### src/rtl/lcd_cmd_driver.sv
// HD44780-style character LCD command driver.
// Runs a fixed power-up/init sequence after reset, then accepts one byte per
// valid/ready handshake and generates setup / enable / hold / execution timing.
module lcd_cmd_driver #(
  parameter int unsigned T_PWRUP   = 750000,
  parameter int unsigned T_SETUP   = 2,
  parameter int unsigned T_EN_HIGH = 12,
  parameter int unsigned T_HOLD    = 2,
  parameter int unsigned T_EXEC    = 2000,
  parameter int unsigned T_CLEAR   = 82000
) (
  input  logic       clk_i,
  input  logic       rst_i,
  input  logic       cmd_valid_i,
  input  logic       cmd_rs_i,
  input  logic [7:0] cmd_data_i,
  output logic       cmd_ready_o,
  output logic       init_done_o,
  output logic       busy_o,
  output logic       lcd_on_o,
  output logic       lcd_en_o,
  output logic       lcd_rs_o,
  output logic       lcd_rw_o,
  output logic [7:0] lcd_data_o
);

  function automatic int unsigned max2(input int unsigned a, input int unsigned b);
    return (a > b) ? a : b;
  endfunction

  localparam int unsigned TMax = max2(max2(max2(T_PWRUP, T_SETUP), max2(T_EN_HIGH, T_HOLD)),
                                      max2(T_EXEC, T_CLEAR));
  localparam int unsigned CntW = (TMax > 1) ? $clog2(TMax) : 1;

  typedef logic [CntW-1:0] cnt_t;

  // Counter load values: a state lasting P cycles loads P-1 and leaves at zero.
  localparam cnt_t PwrupLd = cnt_t'(T_PWRUP - 1);
  localparam cnt_t SetupLd = cnt_t'(T_SETUP - 1);
  localparam cnt_t EnLd    = cnt_t'(T_EN_HIGH - 1);
  localparam cnt_t HoldLd  = cnt_t'(T_HOLD - 1);
  localparam cnt_t ExecLd  = cnt_t'(T_EXEC - 1);
  localparam cnt_t ClearLd = cnt_t'(T_CLEAR - 1);

  typedef enum logic [2:0] {
    StPwrup,
    StInitLoad,
    StSetup,
    StEnHi,
    StHold,
    StExec,
    StIdle
  } state_e;

  state_e     state_q, state_d;
  cnt_t       cnt_q, cnt_d;
  logic [1:0] idx_q, idx_d;
  logic       init_done_q, init_done_d;
  logic       rs_q, rs_d;
  logic [7:0] data_q, data_d;
  logic       ready_q;
  logic       en_q;
  logic       on_q;
  logic [7:0] rom_byte;
  logic       exec_clear;
  logic       cnt_zero;

  assign cnt_zero = (cnt_q == '0);

  // Clear (0x01) and return-home (0x02/0x03) need the long execution wait.
  assign exec_clear = !rs_q && (data_q[7:2] == 6'd0) && (data_q != 8'd0);

  // Init ROM: function set, display on, clear, entry mode.
  always_comb begin
    rom_byte = 8'h38;
    case (idx_q)
      2'd0:    rom_byte = 8'h38;
      2'd1:    rom_byte = 8'h0C;
      2'd2:    rom_byte = 8'h01;
      default: rom_byte = 8'h06;
    endcase
  end

  // Next-state, counter, init index and captured byte.
  always_comb begin
    state_d     = state_q;
    cnt_d       = cnt_zero ? cnt_q : cnt_q - cnt_t'(1);
    idx_d       = idx_q;
    init_done_d = init_done_q;
    rs_d        = rs_q;
    data_d      = data_q;
    case (state_q)
      StPwrup: begin
        if (cnt_zero) state_d = StInitLoad;
      end
      StInitLoad: begin
        rs_d    = 1'b0;
        data_d  = rom_byte;
        cnt_d   = SetupLd;
        state_d = StSetup;
      end
      StSetup: begin
        if (cnt_zero) begin
          cnt_d   = EnLd;
          state_d = StEnHi;
        end
      end
      StEnHi: begin
        if (cnt_zero) begin
          cnt_d   = HoldLd;
          state_d = StHold;
        end
      end
      StHold: begin
        if (cnt_zero) begin
          cnt_d   = exec_clear ? ClearLd : ExecLd;
          state_d = StExec;
        end
      end
      StExec: begin
        if (cnt_zero) begin
          if (!init_done_q && (idx_q != 2'd3)) begin
            idx_d   = idx_q + 2'd1;
            state_d = StInitLoad;
          end else begin
            init_done_d = 1'b1;
            state_d     = StIdle;
          end
        end
      end
      StIdle: begin
        if (cmd_valid_i && ready_q) begin
          rs_d    = cmd_rs_i;
          data_d  = cmd_data_i;
          cnt_d   = SetupLd;
          state_d = StSetup;
        end
      end
      default: begin
        cnt_d   = PwrupLd;
        state_d = StPwrup;
      end
    endcase
  end

  // State and registered outputs; ready/en are decoded from the next state so
  // they line up with the state they describe without a combinational path.
  always_ff @(posedge clk_i or posedge rst_i) begin
    if (rst_i) begin
      state_q     <= StPwrup;
      cnt_q       <= PwrupLd;
      idx_q       <= 2'd0;
      init_done_q <= 1'b0;
      rs_q        <= 1'b0;
      data_q      <= 8'h00;
      ready_q     <= 1'b0;
      en_q        <= 1'b0;
      on_q        <= 1'b0;
    end else begin
      state_q     <= state_d;
      cnt_q       <= cnt_d;
      idx_q       <= idx_d;
      init_done_q <= init_done_d;
      rs_q        <= rs_d;
      data_q      <= data_d;
      ready_q     <= (state_d == StIdle);
      en_q        <= (state_d == StEnHi);
      on_q        <= 1'b1;
    end
  end

  assign cmd_ready_o = ready_q;
  assign busy_o      = ~ready_q;
  assign init_done_o = init_done_q;
  assign lcd_on_o    = on_q;
  assign lcd_en_o    = en_q;
  assign lcd_rs_o    = rs_q;
  assign lcd_rw_o    = 1'b0;
  assign lcd_data_o  = data_q;

endmodule

### config.mk
export PLATFORM = sky130hd
export DESIGN_NAME = lcd_cmd_driver
export DESIGN_NICKNAME = d
export VERILOG_FILES = /design/src/rtl/lcd_cmd_driver.sv
export SDC_FILE = /design/constraint.sdc
export NUM_CORES = 1
export LEC_CHECK = 0
export ABC_AREA = 1
export BUFFER_PORTS_ARGS = -buffer_cell sky130_fd_sc_hd__buf_2
export CORE_MARGIN = 2
export CORE_UTILIZATION = 60
export CTS_BUF_LIST = sky130_fd_sc_hd__clkbuf_4 sky130_fd_sc_hd__clkbuf_8 sky130_fd_sc_hd__clkbuf_16
export DETAILED_ROUTE_END_ITERATION = 12
export PLACE_DENSITY = 0.81
export SETUP_SLACK_MARGIN = 0.2
export SLEW_MARGIN = 20
export SYNTH_ARGS = -nofsm -noshare
export SYNTH_HDL_FRONTEND = slang
export SYNTH_SLANG_ARGS = --single-unit
export TNS_END_PERCENT = 20
### constraint.sdc
create_clock -name clk_i -period 5.2 [get_ports clk_i]
set_clock_uncertainty 0.05 [all_clocks]
set_input_delay 0.26 -clock clk_i [delete_from_list [all_inputs] [get_ports clk_i]]
set_output_delay 0.26 -clock clk_i [all_outputs]
set_load 0.05 [all_outputs]
==> out/metrics.yaml <==
global_route:
  gr-total-overflow: 0
  first_global_vias: 2213
  grt_pass1_wl_um: 9908
  grt_max_degree: 39
  antenna_found_initial: 0
  track_usage: 0.2566
synth:
  yosysSeqAreaShare: 0.3754
  synthCells: 343
  syn_area_um2: 2576
  synth.area.top_cells: "dfrtp_1, dfstp_2, nand2_1, nor2_1, inv_1"
  syn_nets: 362
  yosys_register_bits: 38
  yosysTopAreaCellShare: 0.2428
  yosysTopAreaCell: "dfrtp_1"
  yosys_warnings: 0
  yosysUniqueCellTypes: 40
  syn_avg_cell_area_um2: 7.511
power_and_ir_drop:
  p_leak_uw: 0.001386
  clkPwrFrac: 0.503
  p_comb_frac: 0.022
  switching_power_uw: 119.8
  power_density_nw_per_um2: 217.1
  intPower_uw: 504.5
  ir_worst_vdd_v: 0.0001185
  p_sw_frac: 0.1918
  pwr-share-seq: 0.475
worst_setup_path:
  start_kind: "register"
  cp-end-kind: "register"
  reg2reg_depth: 8
  worst-path-max-fanout: 13
  cp.required_ps: 5370
  worstPathArrival_ps: 2020
  critPathKind: "reg -> reg"
detailed_routing:
  met3WireLength_um: 403
  drc_errors: 0
  first_iter_violations: 169
  viasPerCell: 5.277
  post_drt_wl_per_cell_um: 13.42
  ant_nets: 0
  drt_pass1_iterations: 4
  routed_wl_um: 5663
  dr_wl_met2_um: 2670
  vias: 2227
  highest_layer: "met4"
  wl_met1_um: 2503
clock_tree:
  htreeDepth: 2
  cts_setup_buffers: 0
  holdBufCountCts: 0
  cts_tree: "yes"
  clock_latency_ps: 300
  cts_buffers: 5
  cts_buffer_depth: 2
  cts-resized-gates: 0
  cts.sinks: 38
  clk_pin_slew_ps: 80
  clockRootBuffer: "clkbuf_8"
die:
  die_h_um: 69.53
  die_area_um2: 4834
  initial_core_util: 0.6349
  die-width_um: 69.53
  ios: 27
  fp-row-count: 23
  core_area_um2: 4058
timing:
  drv_slew: 0
  tightestPinTransition_ps: 626.7
  period_needed_ps: 1849
  setup_violations: 0
  setup_tns_ps: 0
  slew_headroom: 0.5810
  finalHoldViolCount: 0
  period_share: 0.3556
  fmax_ghz: 0.5408
  rsz0062_at_grt: "false"
layout:
  syn_to_final_growth_pct: 11.61
  multi_input_area_um2: 1399
  fillers: 342
  drive_above_1_share: 0.2500
  final_nets: 390
  stdcell_count: 422
  antennaDiodeCount: 0
  regArea_um2: 967.2
placement:
  dp_hpwl_um: 4261
  gp_congestion: 0.9246
  port_buffers: 25
  placed_cells: 414
job:
  drv_cap: 0
worst_hold_path:
  hold_class: "in -> async"
status:
  status: "finished, final reports clean"
## registers in the layout, indices dropped and copies added, names as in the netlist
register and flops:
cnt_q 20, lcd_data_o 8, state_q 3, idx_q 2, cmd_ready_o 1, init_done_o 1, lcd_en_o 1, lcd_on_o 1
lcd_rs_o 1
## routing by layer
layer	up-vias	global-route usage
met3	8	0.05523
met1	1015	0.3390
met4	0	0.08715
met5	-	0
met2	70	0.4188
li1	1134	-
## synthesized netlist by cell type
master and number:
or2_1 1, nor4_1 1, nand2_2 5, o211ai_1 2, nor3_1 6, inv_2 7
buf_4 1, nand4_1 5, o21ai_1 7, clkbuf_1 1, nand3_2 2, nand3b_1 1
buf_2 1, a22oi_1 1, dfstp_2 13, nor2_1 49, conb_1 2, buf_6 2
nor2_4 8, xor2_1 9, a21oi_2 2, o21ai_2 4, nor2_8 1, dfrtp_1 25
nand3_4 2, nor3_2 2, inv_1 37, ha_1 7, nand2_1 89, o22ai_1 1
nand3_1 21, o21ai_0 5, a31oi_1 3, a21oi_4 1, o211ai_2 1, xnor2_1 2
inv_4 1, a21oi_1 5, nor2_2 9, o21ai_4 1
## final timing paths
check,start,end,slack [ps]
max reg2reg,cnt_q[0],cnt_q[0],3350
min reg2reg,init_done_o,init_done_o,450
max in group asynchronous,rst_i,cnt_q[0],4730
min,rst_i,cnt_q[18],10
max,cnt_q[0],cnt_q[0],3350
min in group clk_i,cmd_data_i[5],lcd_data_o[5],160
## power groups by stage
| stage | sequential, uW | combinational, uW | clock, uW |
|---|---|---|---|
| global route | 296 | 15.8 | 331 |
| global placement | 302 | 14.1 | 0 |
| finish | 296 | 13.8 | 314 |
| detailed placement | 302 | 14.2 | 0 |
| floorplan | 303 | 6.49 | 0 |
| CTS | 296 | 14.1 | 319 |
## per-stage QoR
stage	power (uW)	worst slack (ps)	area, um^2	utilization	hold slack (ps)
after floorplan	309.6	3456	2576	-	358.8
after global placement	315.8	3440	2733	0.6735	347.5
after detailed placement	315.9	3354	2733	0.6735	350.2
after CTS	629.6	3349	2875	0.7086	22.62
after global routing	643.4	3228	2875	0.7086	62.31
final	624.3	3351	2875	0.7086	13.33
## layout by cell type (no fill, tap or decap), types with 2 or more instances in the layout
| master | Yosys | final |
|---|---|---|
| nand2_1 | 89 | 89 |
| nor2_1 | 49 | 49 |
| inv_1 | 37 | 37 |
| dfrtp_1 | 25 | 25 |
| buf_2 | 1 | 25 |
| nand3_1 | 21 | 21 |
| dfstp_2 | 13 | 13 |
| nor2_2 | 9 | 9 |
| xor2_1 | 9 | 9 |
| nor2_4 | 8 | 8 |
| inv_2 | 7 | 7 |
| o21ai_1 | 7 | 7 |
| ha_1 | 7 | 7 |
| nor3_1 | 6 | 6 |
| clkbuf_8 | 0 | 6 |
| nand4_1 | 5 | 5 |
| nand2_2 | 5 | 5 |
| a21oi_1 | 5 | 5 |
| o21ai_0 | 5 | 5 |
| o21ai_2 | 4 | 4 |
| a31oi_1 | 3 | 3 |
| nand3_2 | 2 | 2 |
| nand3_4 | 2 | 2 |
| nor3_2 | 2 | 2 |
| xnor2_1 | 2 | 2 |
| o211ai_1 | 2 | 2 |
| a21oi_2 | 2 | 2 |
| conb_1 | 2 | 2 |
| bufinv_16 | 0 | 2 |
## cell type report
cell class | count | area share
clock buffers | 6 | 0.02872
clock inverters | 2 | 0.02089
inverters | 45 | 0.05962
multi-input cells | 255 | 0.4865
flip-flops and latches | 38 | 0.3364
well taps | 50 | 0.02176
repair buffers | 26 | 0.04613
## cell families (layout without fill, tap and decap cells)
logic type	count (synthesis)	count (layout)	share of synthesized area
and+or+nand+nor	202	202	0.3793
buffers and inverters	50	79	0.08159
DFF	38	38	0.3754
AOI/OAI and AO/OA	33	33	0.08936
xor gates and xnor gates	11	11	0.03740
adders and majority gates	7	7	0.03400
other	2	2	0.002915
## critical path, stage by stage, from the launching register on
cell and delay, ps:
dfstp_2 370, inv_1 90, ha_1 220, nand3_1 140
nor2_4 140, nand3_4 230, ha_1 340, o21ai_0 70
o211ai_1 110
(Power assumes the default switching activity.)
